<file path="src/rtl/gpr_writeback.sv">
// gpr_writeback: write-back sequencer for the multi-cycle MIPS core.
// Accepts one completed instruction descriptor over wb_valid/wb_ready. For
// loads it waits for mem_rvalid, then extracts and extends the loaded value.
// It then drives one registered write-port cycle into the register file.
//
// Ports:
//   clk, reset              rising-edge clock, synchronous active-high reset
//   wb_valid / wb_ready     descriptor handshake (ready only while idle)
//   wb_src, wb_dst          source select (0 ALU, 1 MEM, 2 LINK, 3 none), dest reg
//   wb_ovf_chk, alu_ovf     overflow trap enable and ALU signed-overflow flag
//   alu_result, pc_plus4    ALU result (low bits = load byte offset), link value
//   ld_size, ld_unsigned    load width (0 byte, 1 half, 2 word) and extension mode
//   mem_rvalid, mem_rdata   memory read data (big-endian lanes)
//   RegWrite, overflow,
//   write_reg, write_data   register-file write port (registered)
//   wb_done, wb_err         retire pulse; error pulse on memory timeout
module gpr_writeback #(
  parameter int unsigned MEM_TIMEOUT = 15
) (
  input  logic        clk,
  input  logic        reset,
  input  logic        wb_valid,
  output logic        wb_ready,
  input  logic [1:0]  wb_src,
  input  logic [4:0]  wb_dst,
  input  logic        wb_ovf_chk,
  input  logic [31:0] alu_result,
  input  logic        alu_ovf,
  input  logic [31:0] pc_plus4,
  input  logic [1:0]  ld_size,
  input  logic        ld_unsigned,
  input  logic        mem_rvalid,
  input  logic [31:0] mem_rdata,
  output logic        RegWrite,
  output logic        overflow,
  output logic [4:0]  write_reg,
  output logic [31:0] write_data,
  output logic        wb_done,
  output logic        wb_err
);

  typedef enum logic [1:0] {StIdle, StWaitMem, StWrite} state_e;

  // Abort fires on the edge where the counter has already spent MEM_TIMEOUT-1 cycles.
  localparam logic [7:0] CntLimit = 8'(MEM_TIMEOUT - 1);

  state_e      state_q, state_d;
  logic [7:0]  cnt_q, cnt_d;
  logic [4:0]  dst_q, dst_d;
  logic [1:0]  size_q, size_d;
  logic        uns_q, uns_d;
  logic [1:0]  off_q, off_d;
  logic        regwrite_q, regwrite_d;
  logic        ovf_q, ovf_d;
  logic        done_q, done_d;
  logic        err_q, err_d;
  logic [4:0]  wreg_q, wreg_d;
  logic [31:0] wdata_q, wdata_d;

  logic [7:0]  byte_sel;
  logic [15:0] half_sel;
  logic [31:0] ld_val;

  // Load extraction; lane 0 is the most significant byte.
  always_comb begin
    byte_sel = 8'h00;
    half_sel = 16'h0000;
    ld_val   = mem_rdata;
    case (off_q)
      2'd0:    byte_sel = mem_rdata[31:24];
      2'd1:    byte_sel = mem_rdata[23:16];
      2'd2:    byte_sel = mem_rdata[15:8];
      default: byte_sel = mem_rdata[7:0];
    endcase
    half_sel = off_q[1] ? mem_rdata[15:0] : mem_rdata[31:16];
    case (size_q)
      2'd0:    ld_val = {{24{byte_sel[7] & ~uns_q}}, byte_sel};
      2'd1:    ld_val = {{16{half_sel[15] & ~uns_q}}, half_sel};
      default: ld_val = mem_rdata;
    endcase
  end

  always_comb begin
    state_d    = state_q;
    cnt_d      = cnt_q;
    dst_d      = dst_q;
    size_d     = size_q;
    uns_d      = uns_q;
    off_d      = off_q;
    regwrite_d = 1'b0;
    ovf_d      = 1'b0;
    done_d     = 1'b0;
    err_d      = 1'b0;
    wreg_d     = wreg_q;
    wdata_d    = wdata_q;
    case (state_q)
      StIdle: begin
        if (wb_valid) begin
          dst_d  = wb_dst;
          size_d = ld_size;
          uns_d  = ld_unsigned;
          off_d  = alu_result[1:0];
          if (wb_src == 2'd1) begin
            state_d = StWaitMem;
            cnt_d   = 8'd0;
          end else begin
            // Non-load results are known now, so the write-port flops load on accept.
            state_d    = StWrite;
            ovf_d      = (wb_src == 2'd0) & wb_ovf_chk & alu_ovf;
            regwrite_d = ovf_d | ((wb_src != 2'd3) && (wb_dst != 5'd0));
            done_d     = 1'b1;
            wreg_d     = wb_dst;
            if (wb_src == 2'd0) wdata_d = alu_result;
            else if (wb_src == 2'd2) wdata_d = pc_plus4;
          end
        end
      end
      StWaitMem: begin
        if (mem_rvalid) begin
          state_d    = StWrite;
          regwrite_d = (dst_q != 5'd0);
          done_d     = 1'b1;
          wreg_d     = dst_q;
          wdata_d    = ld_val;
        end else if (cnt_q == CntLimit) begin
          state_d = StIdle;
          done_d  = 1'b1;
          err_d   = 1'b1;
        end else begin
          cnt_d = cnt_q + 8'd1;
        end
      end
      StWrite: state_d = StIdle;
      default: state_d = StIdle;
    endcase
  end

  always_ff @(posedge clk) begin
    if (reset) begin
      state_q    <= StIdle;
      cnt_q      <= 8'd0;
      dst_q      <= 5'd0;
      size_q     <= 2'd0;
      uns_q      <= 1'b0;
      off_q      <= 2'd0;
      regwrite_q <= 1'b0;
      ovf_q      <= 1'b0;
      done_q     <= 1'b0;
      err_q      <= 1'b0;
      wreg_q     <= 5'd0;
      wdata_q    <= 32'd0;
    end else begin
      state_q    <= state_d;
      cnt_q      <= cnt_d;
      dst_q      <= dst_d;
      size_q     <= size_d;
      uns_q      <= uns_d;
      off_q      <= off_d;
      regwrite_q <= regwrite_d;
      ovf_q      <= ovf_d;
      done_q     <= done_d;
      err_q      <= err_d;
      wreg_q     <= wreg_d;
      wdata_q    <= wdata_d;
    end
  end

  assign wb_ready   = (state_q == StIdle);
  assign RegWrite   = regwrite_q;
  assign overflow   = ovf_q;
  assign wb_done    = done_q;
  assign wb_err     = err_q;
  assign write_reg  = wreg_q;
  assign write_data = wdata_q;

endmodule

</file>
<file path="config.mk">
export PLATFORM = sky130hd
export DESIGN_NAME = gpr_writeback
export DESIGN_NICKNAME = d
export VERILOG_FILES = /design/src/rtl/gpr_writeback.sv
export SDC_FILE = /design/constraint.sdc
export NUM_CORES = 1
export LEC_CHECK = 0
export CORE_MARGIN = 4
export CORE_UTILIZATION = 28
export CTS_BUF_LIST = sky130_fd_sc_hd__clkbuf_16
export CTS_CLUSTER_DIAMETER = 30
export DETAILED_ROUTE_END_ITERATION = 10
export PLACE_DENSITY_LB_ADDON = 0.1
export SYNTH_ARGS = -nofsm -noshare
export SYNTH_HDL_FRONTEND = slang
export SYNTH_SLANG_ARGS = --single-unit
</file>
<file path="constraint.sdc">
create_clock -name clk -period 2.51 [get_ports clk]
set_clock_uncertainty 0.05 [all_clocks]
set_input_delay 0.251 -clock clk [delete_from_list [all_inputs] [get_ports clk]]
set_output_delay 0.251 -clock clk [all_outputs]
set_load 0.01 [all_outputs]
</file>
==> results of run 1 <==
-- synth_stat cells (2+ instances only) --
cell type / count / area (um^2)
a2111o_1: 2 / 22.5
a2111oi_2: 7 / 105
a211oi_1: 8 / 60.1
a21o_1: 2 / 15.0
a21oi_1: 45 / 225
a221oi_1: 6 / 52.6
a22o_1: 14 / 123
a22oi_1: 8 / 60.1
a311oi_1: 5 / 43.8
a31o_2: 17 / 149
a41o_1: 6 / 60.1
and3_1: 11 / 68.8
buf_1: 2 / 7.51
buf_2: 11 / 55.1
buf_4: 3 / 22.5
buf_6: 2 / 22.5
clkbuf_1: 25 / 93.8
dfxtp_1: 61 / 1220
ha_1: 2 / 25.0
inv_1: 5 / 18.8
mux2_2: 7 / 78.8
mux2i_1: 6 / 60.1
nand2_1: 119 / 447
nand2b_1: 5 / 31.3
nand3_1: 7 / 35.0
nor2_1: 20 / 75.1
nor2b_1: 2 / 12.5
nor3_1: 8 / 40.0
nor3b_1: 2 / 15.0
o211ai_1: 18 / 135
o21ai_0: 2 / 10.0
o2bb2ai_1: 16 / 140
or2_2: 2 / 12.5
or3b_2: 3 / 26.3
or4_1: 2 / 15.0
-- cell families (layout without fill, tap and decap cells) --
family | Yosys count | in the layout
AOI/OAI and AO/OA | 169 | 169
adders and majority gates | 2 | 2
buffers and inverters | 48 | 197
DFF | 61 | 61
muxes | 13 | 13
and+or+nand+nor | 190 | 190
-- worst max-delay path, cell delays in order (launching register included) --
cell and delay [ps]:
dfxtp_1 310, nor2_1 790, a22o_1 250, a22oi_1 140, a2111oi_4 380
-- worst min path at each step --
stage	end	slack, ps	from	cells after the start
detailed placement	write_data[17]	400	write_data[17]	1
global placement	write_data[22]	400	write_data[22]	1
global route	dst_q[4]	230	reset	2
CTS	dst_q[3]	210	reset	2
floorplan	dst_q[0]	340	wb_dst[0]	2
finish	dst_q[3]	230	reset	2
-- per-layer routing --
metal / wire [um] / part of all wire [%] / track usage [%] / vias to the layer above
met5: 0 / 0 / 0 / -
met4: 267 / 1.8 / 5.42 / 0
met3: 869 / 5.9 / 4.86 / 18
met2: 6760 / 46 / 28.3 / 161
met1: 6860 / 46 / 25.0 / 2017
li1: - / - / - / 2079
-- power by group through the flow --
stage | Clock, mW | Combinational, mW | Sequential (mW)
2_1_floorplan | 0 | 0.370 | 1.10
3_3_place_gp | 0 | 0.788 | 1.09
3_5_place_dp | 0 | 0.794 | 1.09
4_1_cts | 1.34 | 0.799 | 1.07
5_1_grt | 1.38 | 0.858 | 1.08
6_report | 1.30 | 0.796 | 1.07
-- final cells by class --
| class | instances | area, um^2 | share of cell area (%) |
|---|---|---|---|
| tap | 176 | 220 | 3.75 |
| clock inverter | 6 | 78.8 | 1.34 |
| clock buffer | 9 | 225 | 3.84 |
| inverter | 5 | 18.8 | 0.320 |
| sequential | 61 | 1220 | 20.8 |
| timing repair buffer | 177 | 1710 | 29.1 |
| multi-input combinational | 374 | 2400 | 40.9 |
==> impl_metrics.env, run 1 <==
export IMPL_outcome="finished, final reports clean"
export IMPL_setup_viol=0
export IMPL_peakVddDrop_mv=0.411
export IMPL_synth_adder_area_share_pct=0.652
export IMPL_numCtsBuffers=9
export IMPL_drt_wl_total_um=14800
export IMPL_synth_flop_cell="dfxtp_1"
export IMPL_async_flop_share_pct=0
export IMPL_clkSinkCount=61
export IMPL_yosysWarningCount=0
export IMPL_synth_cell_type_count=57
export IMPL_drcViolationCount=0
export IMPL_placed_cells=793
export IMPL_chipWidth_um=125
export IMPL_start_util_pct=28.7
export IMPL_fin_crit_sh_pct=80.3
export IMPL_first_pass_iters=5
export IMPL_power_switching_share_pct=27.3
export IMPL_drt_initial_drc_count=442
export IMPL_drtAntennaViolNets=0
export IMPL_die_area_um2=15600
export IMPL_crit_path_start_kind="flop"
export IMPL_intPower_mw=2.30
export IMPL_clkPwrFrac_pct=41.1
export IMPL_fin_area_um2=5870
export IMPL_cts_htree_levels=3
export IMPL_fmax_ghz=0.496
export IMPL_rsz0062_at_grt="false"
export IMPL_cts_setup_buffers=0
export IMPL_clk_latency_ps=330
export IMPL_cp_endpoint="write_data[13]"
export IMPL_cts_resized=0
export IMPL_cp_data_arrival_time_ps=2200
export IMPL_drv_slew=0
export IMPL_grt_pass1_wl_um=23000
export IMPL_area_delta_synth_final_pct=53.0
export IMPL_via_count=4275
export IMPL_synthesis_area_um2=3840
export IMPL_largest_reg_flops=32
export IMPL_rows=42
export IMPL_period_minus_slack_ps=2020
export IMPL_finalHoldViolations=0
export IMPL_min_delay_path_class="in -> reg"
export IMPL_final_nets=742
export IMPL_cp_startpoint="off_q[1]"
export IMPL_total_power_mw=3.17
export IMPL_synth_xor_area_share_pct=0
export IMPL_diodes=0
export IMPL_die_h_um=125
export IMPL_num_fill_cells=1354
export IMPL_p_leak_nw=2.15
export IMPL_clk_pin_slew_worst_paths_ps=60
export IMPL_port_buffers=153
export IMPL_r2r_end="write_data[13]"
export IMPL_clockRootBuffer="clkbuf_16"
export IMPL_p_per_area_nw_per_um2=540
export IMPL_whs_ps=229
export IMPL_place_ws_ps=280
export IMPL_synth_edf_count=0
export IMPL_worst_ep_required_time_ps=2690
export IMPL_hpwlAfterDp_um=11100
export IMPL_ys_ff_latch=61
export IMPL_synth_cells=483
export IMPL_track_usage_pct=18.3
export IMPL_drive_gt1_share_pct=13.0
export IMPL_synth_top_family_by_area="compound AO/OA/AOI/OAI gates"
export IMPL_p_sw_mw=0.866
export IMPL_power_frac_seq_pct=33.8
export IMPL_ys_seq_area_share_pct=31.8
export IMPL_critPathKind="reg -> reg"
export IMPL_dpl_cell_area_um2=5560
export IMPL_routed_wire_length_per_instance_um=18.3
export IMPL_muxShareOfSynthArea_pct=3.62
export IMPL_layout_common_cells="clkdlybuf4s50_1 (152), nand2_1 (119), dfxtp_1 (61)"
export IMPL_combPwrFrac_pct=25.1
export IMPL_r2r_setup_slack_ps=490
export IMPL_crit_fanout=16
export IMPL_holdBufCountCts=0
export IMPL_grt_max_degree=38
export IMPL_fp_coreArea_um2=13300
export IMPL_clk_path_buf_depth=2
export IMPL_viasPerCell=5.29
export IMPL_timing_slew_headroom_pct=30.8
export IMPL_utilization_pct=44.0
export IMPL_grt_antenna_before_repair=0
export IMPL_finalNonFillerCells=808
export IMPL_gp_congestion=0.881
export IMPL_fin_ws_ps=494
export IMPL_rr_worst_depth=4
export IMPL_end_kind="flop"
export IMPL_cts_tree="built"
export IMPL_grt_pass1_vias=4145
export IMPL_synth_compound_area_share_pct=35.5
export IMPL_synth_simple_area_share_pct=22.7
export IMPL_synth_avg_cell_area_um2=7.94
export IMPL_tns_ps=0
export IMPL_ios=154
export IMPL_max_cap_viol_count=0
export IMPL_syn_nets=597
export IMPL_r2r_start="off_q[1]"
export IMPL_mostFrequentLayoutCell="clkdlybuf4s50_1"
export IMPL_grt_overflow=0
export IMPL_worst_pin_slew_ps=1030
Note: power is estimated with default switching activity, not from simulation.
==> run 2, diff against run 1 <==
==> constraint.sdc (replaced) <==
create_clock -name clk -period 2 [get_ports clk]
set_clock_uncertainty 0.05 [all_clocks]
set_input_delay 0.2 -clock clk [delete_from_list [all_inputs] [get_ports clk]]
set_output_delay 0.2 -clock clk [all_outputs]
set_load 0.01 [all_outputs]
==> run 2 against run 1 <==
Against the previous run: final area grew 2.5%; via count grew 0.16%; final cell count grew 1.6%; sequential share of layout area shrank 0.51 points; core utilization grew 1.1 points; non-clock buffer count grew 12; global-route usage grew 0.23 points; critical path type unchanged; first-iteration DRC count shrank 4.8%; clock power grew 17%; register-to-register slack lost 310 ps; worst hold slack lost 120 ps.
==> impl_metrics.env, run 2 (synthesized netlist as in run 1, its figures left out) <==
export IMPL_timing_slew_headroom_pct=66.8
export IMPL_clkSinkCount=61
export IMPL_p_leak_nw=2.24
export IMPL_grt_antenna_before_repair=0
export IMPL_drv_slew=0
export IMPL_end_kind="flop"
export IMPL_min_delay_path_class="in -> reg"
export IMPL_final_nets=754
export IMPL_via_count=4282
export IMPL_critPathKind="reg -> reg"
export IMPL_first_pass_iters=6
export IMPL_area_delta_synth_final_pct=56.8
export IMPL_max_cap_viol_count=0
export IMPL_grt_pass1_vias=4300
export IMPL_clk_path_buf_depth=2
export IMPL_cp_data_arrival_time_ps=2020
export IMPL_finalHoldViolations=0
export IMPL_holdBufCountCts=0
export IMPL_fp_coreArea_um2=13300
export IMPL_viasPerCell=5.22
export IMPL_cts_tree="built"
export IMPL_die_area_um2=15600
export IMPL_tns_ps=0
export IMPL_port_buffers=153
export IMPL_drt_initial_drc_count=421
export IMPL_worst_ep_required_time_ps=2210
export IMPL_grt_overflow=0
export IMPL_outcome="finished, final reports clean"
export IMPL_cts_htree_levels=3
export IMPL_gp_congestion=0.853
export IMPL_numCtsBuffers=9
export IMPL_fin_crit_sh_pct=90.6
export IMPL_peakVddDrop_mv=0.241
export IMPL_grt_pass1_wl_um=23400
export IMPL_crit_path_start_kind="flop"
export IMPL_worst_pin_slew_ps=499
export IMPL_crit_fanout=11
export IMPL_fin_ws_ps=189
export IMPL_routed_wire_length_per_instance_um=17.7
export IMPL_clockRootBuffer="clkbuf_16"
export IMPL_start_util_pct=28.7
export IMPL_mostFrequentLayoutCell="clkdlybuf4s50_1"
export IMPL_drcViolationCount=0
export IMPL_rsz0062_at_grt="false"
export IMPL_utilization_pct=45.1
export IMPL_hpwlAfterDp_um=11400
export IMPL_chipWidth_um=125
export IMPL_drtAntennaViolNets=0
export IMPL_place_ws_ps=-16.6
export IMPL_largest_reg_flops=32
export IMPL_ios=154
export IMPL_layout_common_cells="clkdlybuf4s50_1 (152), nand2_1 (118), dfxtp_1 (61)"
export IMPL_clk_pin_slew_worst_paths_ps=60
export IMPL_num_fill_cells=1327
export IMPL_diodes=0
export IMPL_clk_latency_ps=340
export IMPL_fmax_ghz=0.552
export IMPL_cts_setup_buffers=0
export IMPL_rows=42
export IMPL_setup_viol=0
export IMPL_cts_resized=0
export IMPL_period_minus_slack_ps=1810
export IMPL_track_usage_pct=18.5
export IMPL_drive_gt1_share_pct=14.9
export IMPL_grt_max_degree=32
export IMPL_fin_area_um2=6020
export IMPL_p_per_area_nw_per_um2=647
export IMPL_die_h_um=125
export IMPL_drt_wl_total_um=14600
export IMPL_dpl_cell_area_um2=5730
## run 2: worst max-delay path: stages, from the launching register on
cell	delay (ps)
dfxtp_1	400
buf_4	200
nor3b_2	360
buf_12	180
nand3_1	130
a21oi_1	190
mux2i_1	210
## run 2: area by class of cell
cell class | count | area, um^2 | area share, %
Clock inverter | 7 | 58.8 | 0.978
Clock buffer | 9 | 225 | 3.74
Multi-Input combinational cell | 374 | 2400 | 39.9
Inverter | 5 | 18.8 | 0.312
Timing Repair Buffer | 189 | 1870 | 31.1
Tap cell | 176 | 220 | 3.66
Sequential cell | 61 | 1220 | 20.3
## run 2: final timing paths
check | startpoint | to | slack, ps | cells past startpoint
worst max-delay path | state_q[1] | cnt_q[5] | 190 | 6
worst min-delay path | reset | state_q[0] | 110 | 2
worst max register to register | state_q[1] | cnt_q[5] | 190 | 6
worst min register to register | write_data[28] | write_data[28] | 410 | 1
## run 2: power breakdown
group          switching, mW  total (mW)  internal (mW)
logic                  0.471        1.03          0.560
clock network          0.572        1.52          0.945
registers             0.0532        1.35           1.29
total                   1.10        3.90           2.80
## run 2: through the flow
| stage | power, mW | hold slack, ps | cells |
|---|---|---|---|
| 6_report | 3.90 | 113 | 821 |
| 2_1_floorplan | 1.85 | 286 | 483 |
| 3_3_place_gp | 2.39 | 396 | 805 |
| 4_1_cts | 3.95 | 98.3 | 821 |
| 3_5_place_dp | 2.41 | 398 | 805 |
| 5_1_grt | 4.07 | 122 | 821 |
## run 2: per-layer routing
metal,track usage [%],up-vias,routed length (um)
met5,0,-,0
met4,6.57,0,324
met3,3.45,28,733
met2,29.9,138,6740
met1,24.8,2000,6770
li1,-,2116,-
